--- src/rtl/tcm_arb_pkg.sv ---
// Shared constants for the TCM data-port arbiter: master ids and default sizing.
package tcm_arb_pkg;

  localparam logic M_CORE = 1'b0;
  localparam logic M_AUX  = 1'b1;

  localparam int DEF_OUTSTANDING = 4;
  localparam int DEF_TAG_W       = 11;

endpackage

--- src/rtl/arb_id_fifo.sv ---
// One-bit-wide in-order FIFO holding the id of the master behind each
// outstanding transaction. Pointers wrap naturally because DEPTH is a power of 2.
module arb_id_fifo #(
  parameter int DEPTH = 4
) (
  input  logic clk,
  input  logic rst,
  input  logic push,
  input  logic pop,
  input  logic din,
  output logic dout,
  output logic full,
  output logic empty
);

  localparam int AW = $clog2(DEPTH);

  logic [DEPTH-1:0] mem;
  logic [AW-1:0]    wr_ptr;
  logic [AW-1:0]    rd_ptr;
  logic [AW:0]      count;
  logic             do_push;
  logic             do_pop;

  assign full    = (count == (AW+1)'(DEPTH));
  assign empty   = (count == '0);
  assign do_push = push & ~full;
  assign do_pop  = pop & ~empty;
  assign dout    = mem[rd_ptr];

  // Pointer and occupancy tracking; simultaneous push and pop leaves count unchanged.
  always_ff @(posedge clk or posedge rst) begin
    if (rst) begin
      wr_ptr <= '0;
      rd_ptr <= '0;
      count  <= '0;
    end else begin
      if (do_push) wr_ptr <= wr_ptr + AW'(1);
      if (do_pop)  rd_ptr <= rd_ptr + AW'(1);
      case ({do_push, do_pop})
        2'b10:   count <= count + (AW+1)'(1);
        2'b01:   count <= count - (AW+1)'(1);
        default: count <= count;
      endcase
    end
  end

  // Id storage; contents are meaningless while empty so no reset is needed.
  always_ff @(posedge clk) begin
    if (do_push) mem[wr_ptr] <= din;
  end

endmodule

--- src/rtl/tcm_dport_arb.sv ---
// Two-master arbiter for the TCM data port: held-grant round-robin issue,
// in-order response steering through an id FIFO, sticky error on orphan acks.
module tcm_dport_arb
  import tcm_arb_pkg::*;
#(
  parameter int OUTSTANDING = DEF_OUTSTANDING,
  parameter int TAG_W       = DEF_TAG_W
) (
  input  logic             clk,
  input  logic             rst,
  input  logic [31:0]      m0_addr_i,
  input  logic [31:0]      m0_data_wr_i,
  input  logic             m0_rd_i,
  input  logic [3:0]       m0_wr_i,
  input  logic [TAG_W-1:0] m0_req_tag_i,
  output logic             m0_accept_o,
  output logic             m0_ack_o,
  output logic             m0_error_o,
  output logic [TAG_W-1:0] m0_resp_tag_o,
  output logic [31:0]      m0_data_rd_o,
  input  logic [31:0]      m1_addr_i,
  input  logic [31:0]      m1_data_wr_i,
  input  logic             m1_rd_i,
  input  logic [3:0]       m1_wr_i,
  input  logic [TAG_W-1:0] m1_req_tag_i,
  output logic             m1_accept_o,
  output logic             m1_ack_o,
  output logic             m1_error_o,
  output logic [TAG_W-1:0] m1_resp_tag_o,
  output logic [31:0]      m1_data_rd_o,
  output logic [31:0]      s_addr_o,
  output logic [31:0]      s_data_wr_o,
  output logic             s_rd_o,
  output logic [3:0]       s_wr_o,
  output logic [TAG_W-1:0] s_req_tag_o,
  input  logic             s_accept_i,
  input  logic             s_ack_i,
  input  logic             s_error_i,
  input  logic [TAG_W-1:0] s_resp_tag_i,
  input  logic [31:0]      s_data_rd_i,
  output logic             busy_o,
  output logic             err_o
);

  logic req0, req1;
  logic held, held_id, rr_ptr;
  logic has_win, win_id, win_req, issue, accept;
  logic fifo_full, fifo_empty, head, pop;

  assign req0 = m0_rd_i | (|m0_wr_i);
  assign req1 = m1_rd_i | (|m1_wr_i);

  // Winner selection: a held grant sticks until accepted, otherwise round-robin on contention.
  always_comb begin
    has_win = held | req0 | req1;
    if (held)             win_id = held_id;
    else if (req0 & req1) win_id = rr_ptr;
    else                  win_id = req1 ? M_AUX : M_CORE;
    win_req = (win_id == M_AUX) ? req1 : req0;
    issue   = has_win & win_req & ~fifo_full & ~rst;
    accept  = issue & s_accept_i;
  end

  // Downstream request mux; strobes are forced low whenever nothing may issue.
  always_comb begin
    s_addr_o    = (has_win && win_id == M_AUX) ? m1_addr_i    : m0_addr_i;
    s_data_wr_o = (has_win && win_id == M_AUX) ? m1_data_wr_i : m0_data_wr_i;
    s_req_tag_o = (has_win && win_id == M_AUX) ? m1_req_tag_i : m0_req_tag_i;
    s_rd_o      = issue & ((win_id == M_AUX) ? m1_rd_i : m0_rd_i);
    s_wr_o      = issue ? ((win_id == M_AUX) ? m1_wr_i : m0_wr_i) : 4'h0;
    m0_accept_o = accept & (win_id == M_CORE);
    m1_accept_o = accept & (win_id == M_AUX);
  end

  // Response steering: the FIFO head names the master that owns the returning ack.
  always_comb begin
    pop           = s_ack_i & ~fifo_empty & ~rst;
    m0_ack_o      = pop & (head == M_CORE);
    m1_ack_o      = pop & (head == M_AUX);
    m0_error_o    = m0_ack_o & s_error_i;
    m1_error_o    = m1_ack_o & s_error_i;
    m0_resp_tag_o = s_resp_tag_i;
    m1_resp_tag_o = s_resp_tag_i;
    m0_data_rd_o  = s_data_rd_i;
    m1_data_rd_o  = s_data_rd_i;
    busy_o        = ~fifo_empty;
  end

  // Grant hold, round-robin pointer and sticky orphan-ack error.
  always_ff @(posedge clk or posedge rst) begin
    if (rst) begin
      held    <= 1'b0;
      held_id <= M_CORE;
      rr_ptr  <= M_CORE;
      err_o   <= 1'b0;
    end else begin
      if (accept) begin
        held   <= 1'b0;
        rr_ptr <= ~win_id;
      end else if (issue) begin
        held    <= 1'b1;
        held_id <= win_id;
      end
      if (s_ack_i & fifo_empty) err_o <= 1'b1;
    end
  end

  arb_id_fifo #(
    .DEPTH(OUTSTANDING)
  ) u_id_fifo (
    .clk  (clk),
    .rst  (rst),
    .push (accept),
    .pop  (pop),
    .din  (win_id),
    .dout (head),
    .full (fifo_full),
    .empty(fifo_empty)
  );

endmodule

--- config.mk ---
export PLATFORM = sky130hd
export DESIGN_NAME = tcm_dport_arb
export DESIGN_NICKNAME = d
export VERILOG_FILES = /design/src/rtl/tcm_arb_pkg.sv /design/src/rtl/arb_id_fifo.sv /design/src/rtl/tcm_dport_arb.sv
export SDC_FILE = /design/constraint.sdc
export NUM_CORES = 1
export LEC_CHECK = 0
export ABC_AREA = 1
export BUFFER_PORTS_ARGS = -buffer_cell sky130_fd_sc_hd__buf_4
export CAP_MARGIN = 15
export CELL_PAD_IN_SITES_DETAIL_PLACEMENT = 1
export CELL_PAD_IN_SITES_GLOBAL_PLACEMENT = 2
export CORE_MARGIN = 1.5
export CORE_UTILIZATION = 12
export DETAILED_ROUTE_END_ITERATION = 8
export PLACE_DENSITY_LB_ADDON = 0.1
export RECOVER_POWER = 25
export SETUP_SLACK_MARGIN = 0.3
export SYNTH_ARGS = -nofsm -noshare
export SYNTH_HDL_FRONTEND = slang
export SYNTH_HIERARCHICAL = 1
export SYNTH_SLANG_ARGS = --single-unit
export TNS_END_PERCENT = 5
--- constraint.sdc ---
create_clock -name clk -period 2.8 [get_ports clk]
set_input_delay 0.28 -clock clk [delete_from_list [all_inputs] [get_ports clk]]
set_output_delay 0.28 -clock clk [all_outputs]
set_load 0.02 [all_outputs]
==> metrics.md <==
| Metric | Value |
|---|---|
| Status | `finished clean` |
| Share of cells above drive strength 1 | `46.5%` |
| Sink Count | `15` |
| Pwr per Cell Area | `approximately 960 nW/um^2` |
| EDFF count, synth | `4` |
| Gpl congestion | `0.766` |
| Largest net degree at the start of global routing | `between 40 and 50` |
| Final setup fails | `0` |
| Post-Synthesis Cell Area | `2690 sq um` |
| GRT Util Overall | `10.5%` |
| Synth unique cells | `26` |
| RSZ-0062 raised after global routing | `no` |
| Flops & latches, synth | `15` |
| Setup TNS | `0 ns` |
| Detail Route Antenna Nets | `0` |
| Worst Clk Skew | `between 0.0007 and 0.0008 ns` |
| Minimum clock period | `2.33 ns` |
| Final HPWL DP | `11.1 mm` |
| Register area share after synthesis | `around 15%` |
| Remaining DRCs | `0` |
| H-tree depth | `1` |
| Mapped Avg Cell Area | `~5.7 sq um` |
| Synth cell count leaders | `247 x nand2_1, 87 x buf_4, 31 x inv_1, 18 x nand2_2, 15 x nand3_1` |
| WS Path Type | `flip-flop to flip-flop` |
| Tcrit/Tclk final | `83.4%` |
| Setup Buffers After CTS | `0` |
| Final non-filler cell total | `913` |
| Syn Inst Count | `~470` |
| Area Growth Syn to Fin | `62.0%` |
| DP Area | `around 4300 sq um` |
| Fmax | `around 430 MHz` |
| WL/cell | `14.3 microns` |
| I/O pin total | `382` |
| Worst skew pair latency | `0.24 ns` |
| DP Worst Slack | `between 0.3 and 0.4 ns` |
| Vias in the first global route | `3462` |
| Port bufs | `around 250` |
| CTS tree | `done` |
| Worst-Margin Slew | `0.430 ns` |
| Post-Route WL | `about 13 mm` |
| Vias | `3310` |
| Final setup margin | `0.466 ns` |
| Crit. End Element | `flip-flop` |
| Worst Hold Slack | `0.0145 ns` |
| Placed Cells | `907` |
| CTS max path bufs | `2` |
| Std-Cell Core Area | `between 20000 and 25000 sq um` |
| First-pass GRT wire length | `19.5 mm` |
| Ys flop type | `dfrtp_1` |
| Final net count | `847` |
| Die width | `153 microns` |
| Die area | `23300 sq um` |
| Core Util, Final | `19.9%` |
| DRT Pass-1 Iters | `4` |
| DRT iter0 DRCs | `107` |
| Most common cell in the synthesized netlist | `nand2_1` |
| Slew Viols, Final | `0` |
| Starting density of the core | `12.3%` |
| CTS Buf Count | `3` |
| CP max FO | `7` |
| Total congestion overflow | `0` |
| Reg clk slew, reported paths | `0.05 ns` |
| Fin area | `4360 sq um` |
| Power after layout | `approximately 4.2 mW` |
| Vias per cell | `3.63` |
| Async SR Flop Fraction | `roughly three quarters` |
| Top cells by area in the synthesized netlist | `nand2_1 34%, buf_4 24%, dfrtp_1 10%` |
| Std-Cell Rows | `54` |
| Fill count | `2776` |
| Slew HR | `a little under three quarters` |
| Max-cap violation count | `0` |
| Crit path arrival time | `2.50 ns` |
| YS warnings | `6` |
| CTS Root Cell | `clkbuf_16` |
| Min-Delay Path Class | `primary input to asynchronous set/reset pin` |
| Startpoint Class | `flip-flop` |
| Post-synth top area share | `34.5%` |
| Die Y | `around 150 microns` |
| Cell taking the most area after synthesis | `nand2_1` |
| Initial antenna violation count | `1` |
| Crit path required time | `2.96 ns` |
| Leakage power | `2.57 nW` |
| Final hold viol count | `0` |
| Syn nets | `686` |
| IR drop worst, VDD | `0.000323 V` |
-- cells in the final DEF (no fill, tap or decap), types with 2 or more instances in the layout --
master,Yosys,layout
buf_4,87,253
nand2_1,247,247
inv_1,31,29
nand2_2,18,18
nand3_1,15,14
nor2_1,12,11
dfrtp_1,11,11
nor2_2,4,5
ha_1,5,5
inv_2,2,4
a21oi_1,4,4
edfxtp_1,4,4
nand4_1,3,3
clkbuf_16,0,3
buf_12,0,3
or2_2,2,2
nand3_2,1,2
nor3_1,2,2
o211ai_1,2,2
-- cells by family (layout without fill, tap and decap cells) --
kind of cell               after synthesis  after routing  synth area share (%)
other                                    0              1                     0
xor gates and xnor gates                 1              1                 0.326
DFF                                     15             15                  14.7
and+or+nand+nor                        307            307                  47.8
AOI/OAI and AO/OA                        8              8                  1.77
buffers and inverters                  135            295                  32.4
adders and majority gates                6              6                  3.07
-- critical path: stages, from the launching register on --
cell and delay [ns]:
dfrtp_1 0.36, inv_2 0.07, nand3_4 0.12, inv_1 0.05
or2_2 0.27, nor2_2 0.13, nand3_1 0.14, inv_2 0.15
nand2_8 0.08, ha_1 0.22, inv_1 0.09, fa_1 0.42
o21ai_0 0.15
-- repair_timing --
action	in CTS	in global routing
hold endpoints to repair	4	0
gates resized for setup	0	4
setup endpoints to repair	0	2
hold buffers	1	0
-- report_power, final --
part           switching, mW  leakage (nW)  internal (mW)
clock network         0.0909        0.0409          0.191
registers             0.0716         0.168          0.316
logic                   2.14          2.36           1.35
total                   2.31          2.57           1.86
-- state kept, by name (all words and copies together), names as in the netlist --
signal            flops
u_id_fifo/rd_ptr      2
u_id_fifo/wr_ptr      2
err_o                 1
held_id               1
u_id_fifo/count       3
held                  1
rr_ptr                1
u_id_fifo/mem         4
-- layout make-up --
class / count / area (sq um) / share of cell area (%)
timing repair buffer: 258 / 1970 / 45.3
clock inverter: 1 / 5.00 / 0.115
antenna: 1 / 2.50 / 0.0574
sequential: 15 / 395 / 9.08
clock buffer: 3 / 75.1 / 1.72
tap: 280 / 350 / 8.04
inverter: 33 / 124 / 2.84
multi-input combinational: 322 / 1430 / 32.9
-- metal layers --
| layer | vias to the layer above | wire [microns] | GRT usage, % |
|---|---|---|---|
| met4 | 0 | 206 | 2.70 |
| met2 | 170 | 7340 | 21.3 |
| li1 | 1647 | - | - |
| met1 | 1461 | 4320 | 10.4 |
| met5 | - | 0 | 0 |
| met3 | 32 | 1150 | 2.73 |
-- worst paths after layout --
kind                                         start             endpoint  slack [ns]  cells after the start
worst max-delay path            u_id_fifo/count[1]   u_id_fifo/count[1]        0.47                     12
worst min-delay path                           rst  u_id_fifo/wr_ptr[0]        0.01                      2
worst max register to register  u_id_fifo/count[1]   u_id_fifo/count[1]        0.47                     12
worst min register to register               err_o                err_o        0.46                      1
max in group asynchronous                      rst              held_id        2.17                      3
min in group clk                           s_ack_i                err_o        0.26                      2
No activity file was read; power rests on OpenSTA's default activity.
